`src/rtl/full_subtractor.sv`:
```
// Registered full subtractor: {bout, d} = a - b - bin (unsigned), one-cycle latency.
// The difference is built from a ripple-borrow chain of single-bit cells.

// One bit of the borrow chain: difference bit and borrow to the next bit.
module full_subtractor_cell (
  input  logic a,
  input  logic b,
  input  logic c,
  output logic d,
  output logic bo
);
  assign d  = a ^ b ^ c;
  assign bo = (~a & b) | (~(a ^ b) & c);
endmodule

module full_subtractor #(
  parameter int WIDTH = 1
) (
  input  logic             clk,
  input  logic             rst,
  input  logic [WIDTH-1:0] a,
  input  logic [WIDTH-1:0] b,
  input  logic             bin,
  input  logic             in_valid,
  output logic [WIDTH-1:0] d,
  output logic             bout,
  output logic             out_valid
);

  // c[i] is the borrow into bit i; c[WIDTH] leaves the MSB
  logic [WIDTH:0]   c;
  logic [WIDTH-1:0] diff;

  assign c[0] = bin;

  genvar i;
  generate
    for (i = 0; i < WIDTH; i++) begin : g_cell
      full_subtractor_cell u_cell (
        .a  (a[i]),
        .b  (b[i]),
        .c  (c[i]),
        .d  (diff[i]),
        .bo (c[i+1])
      );
    end
  endgenerate

  // Capture result only on valid input; reset wins over a same-cycle input.
  // Invalid cycles leave d/bout untouched so X on idle inputs never propagates.
  always_ff @(posedge clk) begin
    if (rst) begin
      d         <= '0;
      bout      <= 1'b0;
      out_valid <= 1'b0;
    end else begin
      out_valid <= in_valid;
      if (in_valid) begin
        d    <= diff;
        bout <= c[WIDTH];
      end
    end
  end

endmodule

```
`config.mk`:
```
export PLATFORM = sky130hd
export DESIGN_NAME = full_subtractor
export DESIGN_NICKNAME = d
export VERILOG_FILES = /design/src/rtl/full_subtractor.sv
export SDC_FILE = /design/constraint.sdc
export NUM_CORES = 1
export LEC_CHECK = 0
export BUFFER_PORTS_ARGS = -buffer_cell sky130_fd_sc_hd__buf_2
export CAP_MARGIN = 20
export CORE_AREA = 2 2 39 41
export CTS_CLUSTER_SIZE = 25
export DETAILED_ROUTE_END_ITERATION = 8
export DIE_AREA = 0 0 41 43
export PLACE_DENSITY = 0.3
export SETUP_SLACK_MARGIN = 0.5
export SYNTH_ARGS = -nofsm -noshare
export SYNTH_HDL_FRONTEND = slang
export SYNTH_SLANG_ARGS = --single-unit
```
`constraint.sdc`:
```
create_clock -name clk -period 0.99 [get_ports clk]
set_input_delay 0.099 -clock clk [delete_from_list [all_inputs] [get_ports clk]]
set_output_delay 0.099 -clock clk [all_outputs]
set_load 0.02 [all_outputs]
```
-- After elaboration in Yosys (flattened, before gate mapping)
Index checks and enable logic that the tools add are counted.
- bitwise logic cells: 7
- operators by type and width (operator ; count):
    $and 1x1->1 ; 2
    $not 1->1 ; 2
    $xor 1x1->1 ; 2
    $or 1x1->1 ; 1
- output and inout bits: 3
- register bits: 3
- input port bits: 6
- word-level logic and storage cells: 10

-- Depth between registers and ports, before layout
Gate-level depths: netlist of run 1.
- depth after elaboration: 4
- mapped depth: 4
- gate-level depth less buffers: 4

-- By module
A second synthesis of run 1 with hierarchy kept.
- cell total of the unflattened synthesis: 12
- area total of the unflattened synthesis: 125.1 µm²
- by module, submodules not included (module ; area an instance (µm²) ; seq. area each (µm²) ; times used ; cells an instance):
    full_subtractor ; 93.8 ; 60.1 ; 1 ; 8
    full_subtractor_cell ; 31.3 ; 0.0 ; 1 ; 4

-- Worst setup path after synthesis of run 1
Ideal clock, no wire load.
- kind: input -> register
- start point: input b
- end point: register d
- arrival time: 0.733 ns
- stages on the path: 4
- library setup time: 0.114 ns
- required time: 0.876 ns
- path buffers: 0
- setup slack: 0.143 ns
- path through: inv_1 -> fa_1 -> mux2i_1 -> nor2_1
- longest elaborated chain between the ends: 2
- RTL lines (item ; line ; RTL):
    start: declaration ; 22 ; input logic [WIDTH-1:0] b,
    $xor 1x1->1 (2 in a row) ; 12 ; assign d = a ^ b ^ c;
    via diff ; 32 ; logic [WIDTH-1:0] diff;
    end signal: assignment ; 59 ; d <= diff;
    end: declaration ; 25 ; output logic [WIDTH-1:0] d,
The timed path passes the listed nets, and every way through them passes these cells.
A chain may end at the register's enable or synchronous reset.

-- Final worst setup path of run 1
- start point: register bout
- end point: output bout
- RTL lines (item ; line ; RTL):
    start: declaration ; 26 ; output logic bout,
    start signal: assignment ; 60 ; bout <= c[WIDTH];
No word-level cell between the ends.

==> results of run 1 <==
## cell families (layout without fill, tap and decap cells)
family,after synthesis,in the layout
AO/OA/AOI/OAI,1,1
adder cells (fa/ha/maj),1,1
buffers and inverters,2,15
flip-flops,3,3
multiplexers,1,1
AND/OR/NAND/NOR,3,3
## flip-flops by register name, indices dropped and copies added (netlist names)
name / cells
d: 1
out_valid: 1
bout: 1
## cell type report
class	count	area (µm²)	share of cell area, %
Timing Repair Buffer	9	85.1	31.3
Multi-Input combinational cell	6	66.3	24.4
Sequential cell	3	63.8	23.5
Clock buffer	4	26.3	9.68
Tap cell	16	20.0	7.37
Inverter	2	10.0	3.69
## layer usage
| layer | up-vias | global-route usage [%] | wire, µm |
|---|---|---|---|
| met4 | 0 | 6.00 | 0 |
| met5 | - | 0 | 0 |
| met3 | 0 | 4.71 | 72 |
| met2 | 9 | 5.94 | 124 |
| li1 | 63 | - | - |
| met1 | 53 | 3.54 | 113 |
## what timing repair did
item                                   in CTS  in global routing
pin swaps                                   3                  1
setup endpoints to repair                   5                  5
endpoints found under the hold margin       0                  0
setup buffers                               1                  0
resized for setup                          14                  0
## cells in the final DEF, fill, tap and decap left out
cell type	Yosys	routed
nor2_1	2	1
inv_4	0	1
inv_2	0	1
dfxtp_2	0	3
buf_6	0	6
buf_2	0	2
clkbuf_1	0	1
clkbuf_4	0	3
buf_4	0	1
fa_2	0	1
nor2b_1	1	1
a211oi_2	0	1
mux2i_1	1	1
nor2_4	0	1
## worst paths after layout
check	endpoint	start	slack, ns	depth (start not counted)
worst min-delay path	bout	rst	0.07	2
worst min register to register	d	d	0.49	2
worst max-delay path	bout	bout	0.23	1
worst max register to register	bout	bout	0.32	3
## power groups by stage
stage / Combinational, W / Clock [W] / Sequential [W]
6_report: 0.0000862 / 0.000212 / 0.000138
5_1_grt: 0.0000932 / 0.000232 / 0.000140
4_1_cts: 0.0000884 / 0.000228 / 0.000138
3_5_place_dp: 0.0000603 / 0 / 0.000136
3_3_place_gp: 0.0000575 / 0 / 0.000137
2_1_floorplan: 0.0000196 / 0 / 0.000149
## per-stage QoR
| stage | utilization (%) | worst slack (ns) |
|---|---|---|
| floorplan | - | 0.146 |
| global placement | 13.7 | 0.00330 |
| detailed placement | 13.7 | -0.0217 |
| CTS | 19.6 | 0.213 |
| global route | 19.6 | 0.193 |
| finish | 19.6 | 0.225 |
==> impl_metrics.py, run 1 <==
metrics = {
    "synthesis": {
        "synth_area_leaders": "dfxtp_1 51%, fa_1 17%, mux2i_1 8.4%",
        "synth_fa_ha_area_share_pct": 16.8,
        "synth_common_cells": "3 x dfxtp_1, 2 x inv_1, 2 x nor2_1",
        "synth-simple-area-share_pct": 11.6,
        "yosys.area.top_type_share_pct": 50.5,
        "synth_fp_nets": 18,
        "synth_area_um2": 119,
        "syn_area_per_cell_um2": 10.8,
        "synth_top_family_by_area": "adder cells",
        "synth_mux_area_share_pct": 8.42,
        "ys_seq_area_share_pct": 50.5,
        "synth_most_common_cell": "dfxtp_1",
        "yosys_warnings": 0,
        "ys_ff_latch": 3,
        "synth_edf_count": 0,
        "synth_xor_area_share_pct": 0,
        "synthCells": 11,
        "ys.flop_type": "dfxtp_1",
        "yosysTopAreaCell": "dfxtp_1",
        "async_reset_ff_share_pct": 0,
        "synth_compound_area_share_pct": 6.32,
        "yosysUniqueCellTypes": 7,
    },
    "setup_path": {
        "cp_max_fo": 2,
        "crit_chain": "buf_6",
        "crit_path_end_kind": "primary output",
        "cp.arrival_ns": 0.67,
        "crit_required_ns": 0.89,
        "slowest_delay_ns": 0.31,
        "cp_top_family": "flip-flops",
        "slowest_stage": "dfxtp_2",
        "path_buf_inv": 1,
        "start_kind": "register",
        "path_class": "reg -> out",
    },
    "placed_design": {
        "port_buffers": 8,
        "dp_cells": 35,
        "placed_area_um2": 189,
        "gp_congestion": 0.483,
    },
    "cts": {
        "numCtsBuffers": 3,
        "clock_path_buffers": 2,
        "clk_latency_ns": 0.23,
        "cts_htree_levels": 1,
        "cts_tree": "yes",
        "cts_hold_buf": 0,
        "cts_root_buf": "clkbuf_4",
        "clk_pin_slew_ns": 0.04,
        "clock_sink_count": 3,
    },
    "power": {
        "irDropWorstVdd_mv": 0.326,
        "switching_share_pct": 23.7,
        "pwr-share-clk_pct": 48.6,
        "switchingPower_w": 0.000103,
        "p_seq_share_pct": 31.6,
        "finalPower_w": 0.000435,
        "p_per_area_nw_per_um2": 1600,
        "power.leakage_nw": 0.120,
        "p_comb_share_pct": 19.8,
        "p_int_w": 0.000332,
    },
    "timing": {
        "slew_headroom_pct": 91.0,
        "skew_ns": 0,
        "drv_slew": 0,
        "rsz0062_at_grt": "true",
        "hold_viol": 0,
        "timing.fmax_mhz": 1310,
        "fin_crit_sh_pct": 77.3,
        "fin_hold_ws_ns": 0.0669,
        "setup_tns_ns": 0,
        "setup_viol": 0,
        "tightest_slew_ns": 0.131,
        "finalCriticalPeriod_ns": 0.765,
    },
    "cells_and_area": {
        "stdcell_area_um2": 272,
        "fill_cells": 156,
        "antennaDiodeCount": 0,
        "finalNonFillerCells": 40,
        "drive_gt1_share_pct": 83.3,
        "area_growth_pct": 128,
        "fin_nets": 32,
    },
    "detailed_routing": {
        "drt-wirelength-per-cell_um": 7.73,
        "drt-initial-drc-count": 0,
        "drt-vias-per-instance": 3.13,
        "drc_errors": 0,
        "routed_wl_um": 309,
        "via_count": 125,
        "first_pass_iters": 1,
        "drtAntennaViolNets": 0,
    },
    "floorplan": {
        "io_pins": 9,
        "die_area_um2": 1760,
        "fp.dieW_um": 41,
        "start_util_pct": 8.59,
        "die_y_um": 43,
        "coreArea_um2": 1380,
        "std_cell_rows": 14,
    },
    "grt": {
        "grt_pass1_wl_um": 476,
        "antenna_found_initial": 0,
        "grtUsageTotal_pct": 4.82,
        "grt_max_degree": 5,
        "grt_pass1_vias": 136,
        "overflow": 0,
    },
    "hold_path": {
        "hold_path.class": "in -> reg",
    },
    "flow_run": {
        "maxCapViolations": 0,
    },
    "run_status": {
        "outcome": "complete, no violations",
    },
}
(Power assumes the default switching activity.)
==> run 2: changes to the inputs <==
Clock period 0.99 ns to 0.8 ns, I/O delays scaled along.
==> impl_metrics.py, run 2 (synthesis gave the netlist of run 1 again) <==
metrics = {
    "run_status": {
        "outcome": "complete, no violations",
    },
    "floorplan": {
        "die_area_um2": 1760,
        "std_cell_rows": 14,
        "die_y_um": 43,
        "fp.dieW_um": 41,
        "io_pins": 9,
        "start_util_pct": 8.59,
        "coreArea_um2": 1380,
    },
    "detailed_routing": {
        "routed_wl_um": 278,
        "routedLengthMet1_um": 107,
        "first_pass_iters": 2,
        "drt-initial-drc-count": 1,
        "drtAntennaViolNets": 0,
        "highest_layer": "met3",
        "dr_wl_met2_um": 122,
        "met3_length_um": 48,
        "drc_errors": 0,
        "drt-wirelength-per-cell_um": 7.13,
        "drt-vias-per-instance": 3.08,
        "via_count": 120,
    },
    "grt": {
        "overflow": 0,
        "grt_pass1_vias": 120,
        "grt_max_degree": 5,
        "grtUsageTotal_pct": 4.12,
        "antenna_found_initial": 0,
        "grt_pass1_wl_um": 407,
    },
    "setup_path": {
        "cp_top_family": "flip-flops",
        "path_buf_inv": 1,
        "crit_required_ns": 0.72,
        "start_kind": "register",
        "slowest_stage": "dfxtp_4",
        "cp_max_fo": 2,
        "r2r_start": "d",
        "cp.arrival_ns": 0.69,
        "r2r_end": "d",
        "slowest_delay_ns": 0.34,
        "path_class": "reg -> out",
        "crit_path_end_kind": "primary output",
        "crit_chain": "buf_6",
        "reg2reg_slack_ns": 0.20,
        "ff2ff_path_depth": 2,
    },
    "hold_path": {
        "min_to": "out_valid",
        "hold_path_depth": 2,
        "min_from": "rst",
        "hold_path.class": "in -> reg",
    },
    "cells_and_area": {
        "top_regs": "bout: 1 flops, d: 1 flops, out_valid: 1 flops",
        "fill_cells": 160,
        "area_growth_pct": 124,
        "final_common_cell": "buf_6",
        "fin_nets": 31,
        "stdcell_area_um2": 267,
        "multi_input_area_um2": 61.3,
        "regArea_um2": 71.3,
        "layout_common_cells": "6 x buf_6, 3 x dfxtp_4, 3 x clkbuf_4",
        "drive_gt1_share_pct": 82.6,
        "antennaDiodeCount": 0,
    },
    "timing": {
        "drv_slew": 0,
        "setup_tns_ns": 0,
        "slew_headroom_pct": 92.2,
        "setup_viol": 0,
        "tightest_slew_ns": 0.113,
        "rsz0062_at_grt": "true",
        "fin_crit_sh_pct": 95.9,
        "timing.fmax_mhz": 1300,
        "hold_viol": 0,
        "finalCriticalPeriod_ns": 0.767,
        "skew_ns": 0,
    },
    "flow_run": {
        "maxCapViolations": 0,
    },
    "cts": {
        "cts_hold_buf": 0,
        "cts_root_buf": "clkbuf_4",
        "numCtsBuffers": 3,
        "clk_latency_ns": 0.23,
        "cts_tree": "yes",
        "cts_htree_levels": 1,
        "clock_path_buffers": 2,
        "cts_setup_buffers": 0,
        "clk_pin_slew_ns": 0.04,
        "clock_sink_count": 3,
    },
    "placed_design": {
        "gp_congestion": 0.543,
        "port_buffers": 8,
        "placed_area_um2": 198,
        "hpwl_um": 231,
    },
    "power": {
        "power.leakage_nw": 0.115,
        "irDropWorstVdd_mv": 0.246,
        "p_per_area_nw_per_um2": 1970,
    },
}
[run 2: layout make-up]
type / instances / share of cell area [%]
timing repair buffer: 8 / 29.1
sequential: 3 / 26.8
multi-input combinational: 6 / 23.0
clock buffer: 4 / 9.86
tap: 16 / 7.51
inverter: 2 / 3.76
[run 2: layer usage]
| metal | up-vias | GRT usage (%) |
|---|---|---|
| li1 | 57 | - |
| met1 | 54 | 3.87 |
| met2 | 9 | 4.38 |
| met3 | 0 | 1.57 |
| met4 | 0 | 8.00 |
| met5 | - | 0 |
[run 2: worst max-delay path by stage]
stage | slack [ns] | start | endpoint | cells past startpoint
2_1_floorplan | -0.02 | bin | d | 4
3_3_place_gp | -0.15 | b | d | 5
3_5_place_dp | -0.16 | bin | d | 5
4_1_cts | 0.02 | d | d | 1
5_1_grt | 0.01 | bout | bout | 1
6_report | 0.03 | bout | bout | 1
[run 2: report_power, final]
group	switching [W]	internal [W]	total [W]
sequential	0.00000708	0.000160	0.000167
combinational	0.0000413	0.0000551	0.0000964
clock	0.0000754	0.000187	0.000262
[run 2: timing repair]
| action | in CTS | in global routing |
|---|---|---|
| gates resized for setup | 10 | 2 |
| setup endpoints to repair | 5 | 5 |
| pin swaps | 3 | 2 |
[run 2: through the flow]
| step | hold slack (ns) | util (%) | worst slack, ns | cells | power [W] |
|---|---|---|---|---|---|
| 2_1_floorplan | 0.135 | - | -0.0241 | 11 | 0.000205 |
| 5_1_grt | 0.0492 | 19.3 | 0.0142 | 39 | 0.000557 |
| 4_1_cts | 0.0274 | 18.6 | 0.0188 | 39 | 0.000542 |
| 3_3_place_gp | 0.274 | 14.3 | -0.154 | 35 | 0.000239 |
| 6_report | 0.0443 | 19.3 | 0.0327 | 39 | 0.000525 |
| 3_5_place_dp | 0.279 | 14.3 | -0.164 | 35 | 0.000240 |
==> run 3: changes to the inputs <==
Settings changed: RECOVER_POWER set to 50.
==> impl_metrics.py, run 3 (synthesis gave the netlist of run 1 again) <==
metrics = {
    "cells_and_area": {
        "fin_util_pct": 18.6,
        "antennaDiodeCount": 0,
        "layout_common_cells": "6 x buf_6, 3 x dfxtp_4, 3 x clkbuf_4",
        "area_growth_pct": 117,
        "drive_gt1_share_pct": 69.6,
        "fin_nets": 31,
        "final_common_cell": "buf_6",
        "top_regs": "bout: 1 flops, d: 1 flops, out_valid: 1 flops",
    },
    "cts": {
        "clock_sink_count": 3,
        "numCtsBuffers": 3,
        "cts_setup_buffers": 0,
        "clk_latency_ns": 0.23,
        "cts_root_buf": "clkbuf_4",
        "clock_path_buffers": 2,
        "cts_htree_levels": 1,
        "cts_tree": "yes",
        "clk_pin_slew_ns": 0.04,
    },
    "grt": {
        "grt_pass1_wl_um": 407,
        "overflow": 0,
        "grt_pass1_vias": 120,
        "grt_max_degree": 5,
        "antenna_found_initial": 0,
        "grtUsageTotal_pct": 4.12,
    },
    "detailed_routing": {
        "routed_wl_um": 275,
        "via_count": 118,
        "drtAntennaViolNets": 0,
        "drt-wirelength-per-cell_um": 7.05,
        "drc_errors": 0,
        "drt-vias-per-instance": 3.03,
        "drt-initial-drc-count": 1,
        "first_pass_iters": 2,
    },
    "setup_path": {
        "cp.arrival_ns": 0.69,
        "slowest_delay_ns": 0.34,
        "crit_end": "bout",
        "crit_chain": "buf_6",
        "path_class": "reg -> out",
        "crit_required_ns": 0.72,
        "cp.depth": 1,
        "crit_path_end_kind": "primary output",
        "cp_top_family": "flip-flops",
        "start_kind": "register",
        "r2r_start": "bout",
        "reg2reg_slack_ns": 0.17,
        "slowest_stage": "dfxtp_4",
        "r2r_end": "bout",
        "cp_max_fo": 2,
        "cp-startpoint": "bout",
        "path_buf_inv": 1,
        "ff2ff_path_depth": 2,
    },
    "timing": {
        "drv_slew": 0,
        "slew_headroom_pct": 86.8,
        "hold_viol": 0,
        "tightest_slew_ns": 0.198,
        "rsz0062_at_grt": "true",
        "finalCriticalPeriod_ns": 0.767,
        "skew_ns": 0,
        "setup_viol": 0,
        "timing.fmax_mhz": 1300,
        "fin_crit_sh_pct": 95.9,
    },
    "floorplan": {
        "die_y_um": 43,
        "start_util_pct": 8.59,
        "io_pins": 9,
        "coreArea_um2": 1380,
        "die_area_um2": 1760,
        "std_cell_rows": 14,
        "fp.dieW_um": 41,
    },
    "power": {
        "p_per_area_nw_per_um2": 2010,
        "switching_share_pct": 23.3,
        "irDropWorstVdd_mv": 0.246,
        "pwr-share-clk_pct": 50.7,
        "p_int_w": 0.000398,
        "finalPower_w": 0.000519,
        "p_seq_share_pct": 32.1,
        "power.leakage_nw": 0.112,
        "p_comb_share_pct": 17.2,
        "switchingPower_w": 0.000121,
    },
    "hold_path": {
        "hold_path.class": "in -> reg",
        "hold_path_depth": 2,
    },
    "flow_run": {
        "maxCapViolations": 0,
    },
    "placed_design": {
        "hpwl_um": 231,
        "port_buffers": 8,
        "gp_congestion": 0.543,
    },
    "run_status": {
        "outcome": "complete, no violations",
    },
}
run 3: changes by cell type in the layout (fill, tap and decap cells not counted), sizes merged:
cell	change
buf	-1
clkbuf	+1
run 3: what timing repair did:
item,CTS,global route
pin swaps,3,2
hold buffers,0,0
endpoints found under the setup margin,5,5
gates cloned,0,0
resized for setup,10,2
run 3: through the flow:
stage	cells	hold WS (ns)	TNS, ns	worst slack, ns	area [µm²]
floorplan	11	0.135	-0.0241	-0.0241	138
global placement	35	0.274	-0.193	-0.154	198
detailed placement	35	0.279	-0.213	-0.164	198
CTS	39	0.0274	0	0.0188	258
global route	39	0.0387	0	0.0142	258
finish	39	0.0336	0	0.0327	258
run 3: worst min-delay path by stage:
stage	from	to	slack [ns]
global placement	rst	bout	0.27
finish	rst	out_valid	0.03
detailed placement	rst	bout	0.28
floorplan	rst	bout	0.14
CTS	rst	d	0.03
global route	rst	d	0.04
run 3: power by group through the flow:
| stage | Sequential, W | Clock (W) | Combinational (W) |
|---|---|---|---|
| final | 0.000167 | 0.000263 | 0.0000893 |
| after global routing | 0.000168 | 0.000284 | 0.0000983 |
| after CTS | 0.000167 | 0.000281 | 0.0000940 |
| after detailed placement | 0.000166 | 0 | 0.0000736 |
| after global placement | 0.000166 | 0 | 0.0000728 |
| after floorplan | 0.000181 | 0 | 0.0000242 |
run 3: cell type report:
class | count | area, µm²
Clock buffer | 4 | 26.3
Fill cell | 162 | 1130
Inverter | 2 | 7.51
Multi-Input combinational cell | 6 | 56.3
Sequential cell | 3 | 71.3
Tap cell | 16 | 20.0
Timing Repair Buffer | 8 | 76.3
run 3: metal layers:
layer,vias to the layer above,part of all wire [%],track usage [%]
li1,57,-,-
met1,52,39,3.87
met2,9,43,4.38
met3,0,17,1.57
met4,0,0,8.00
met5,-,0,0
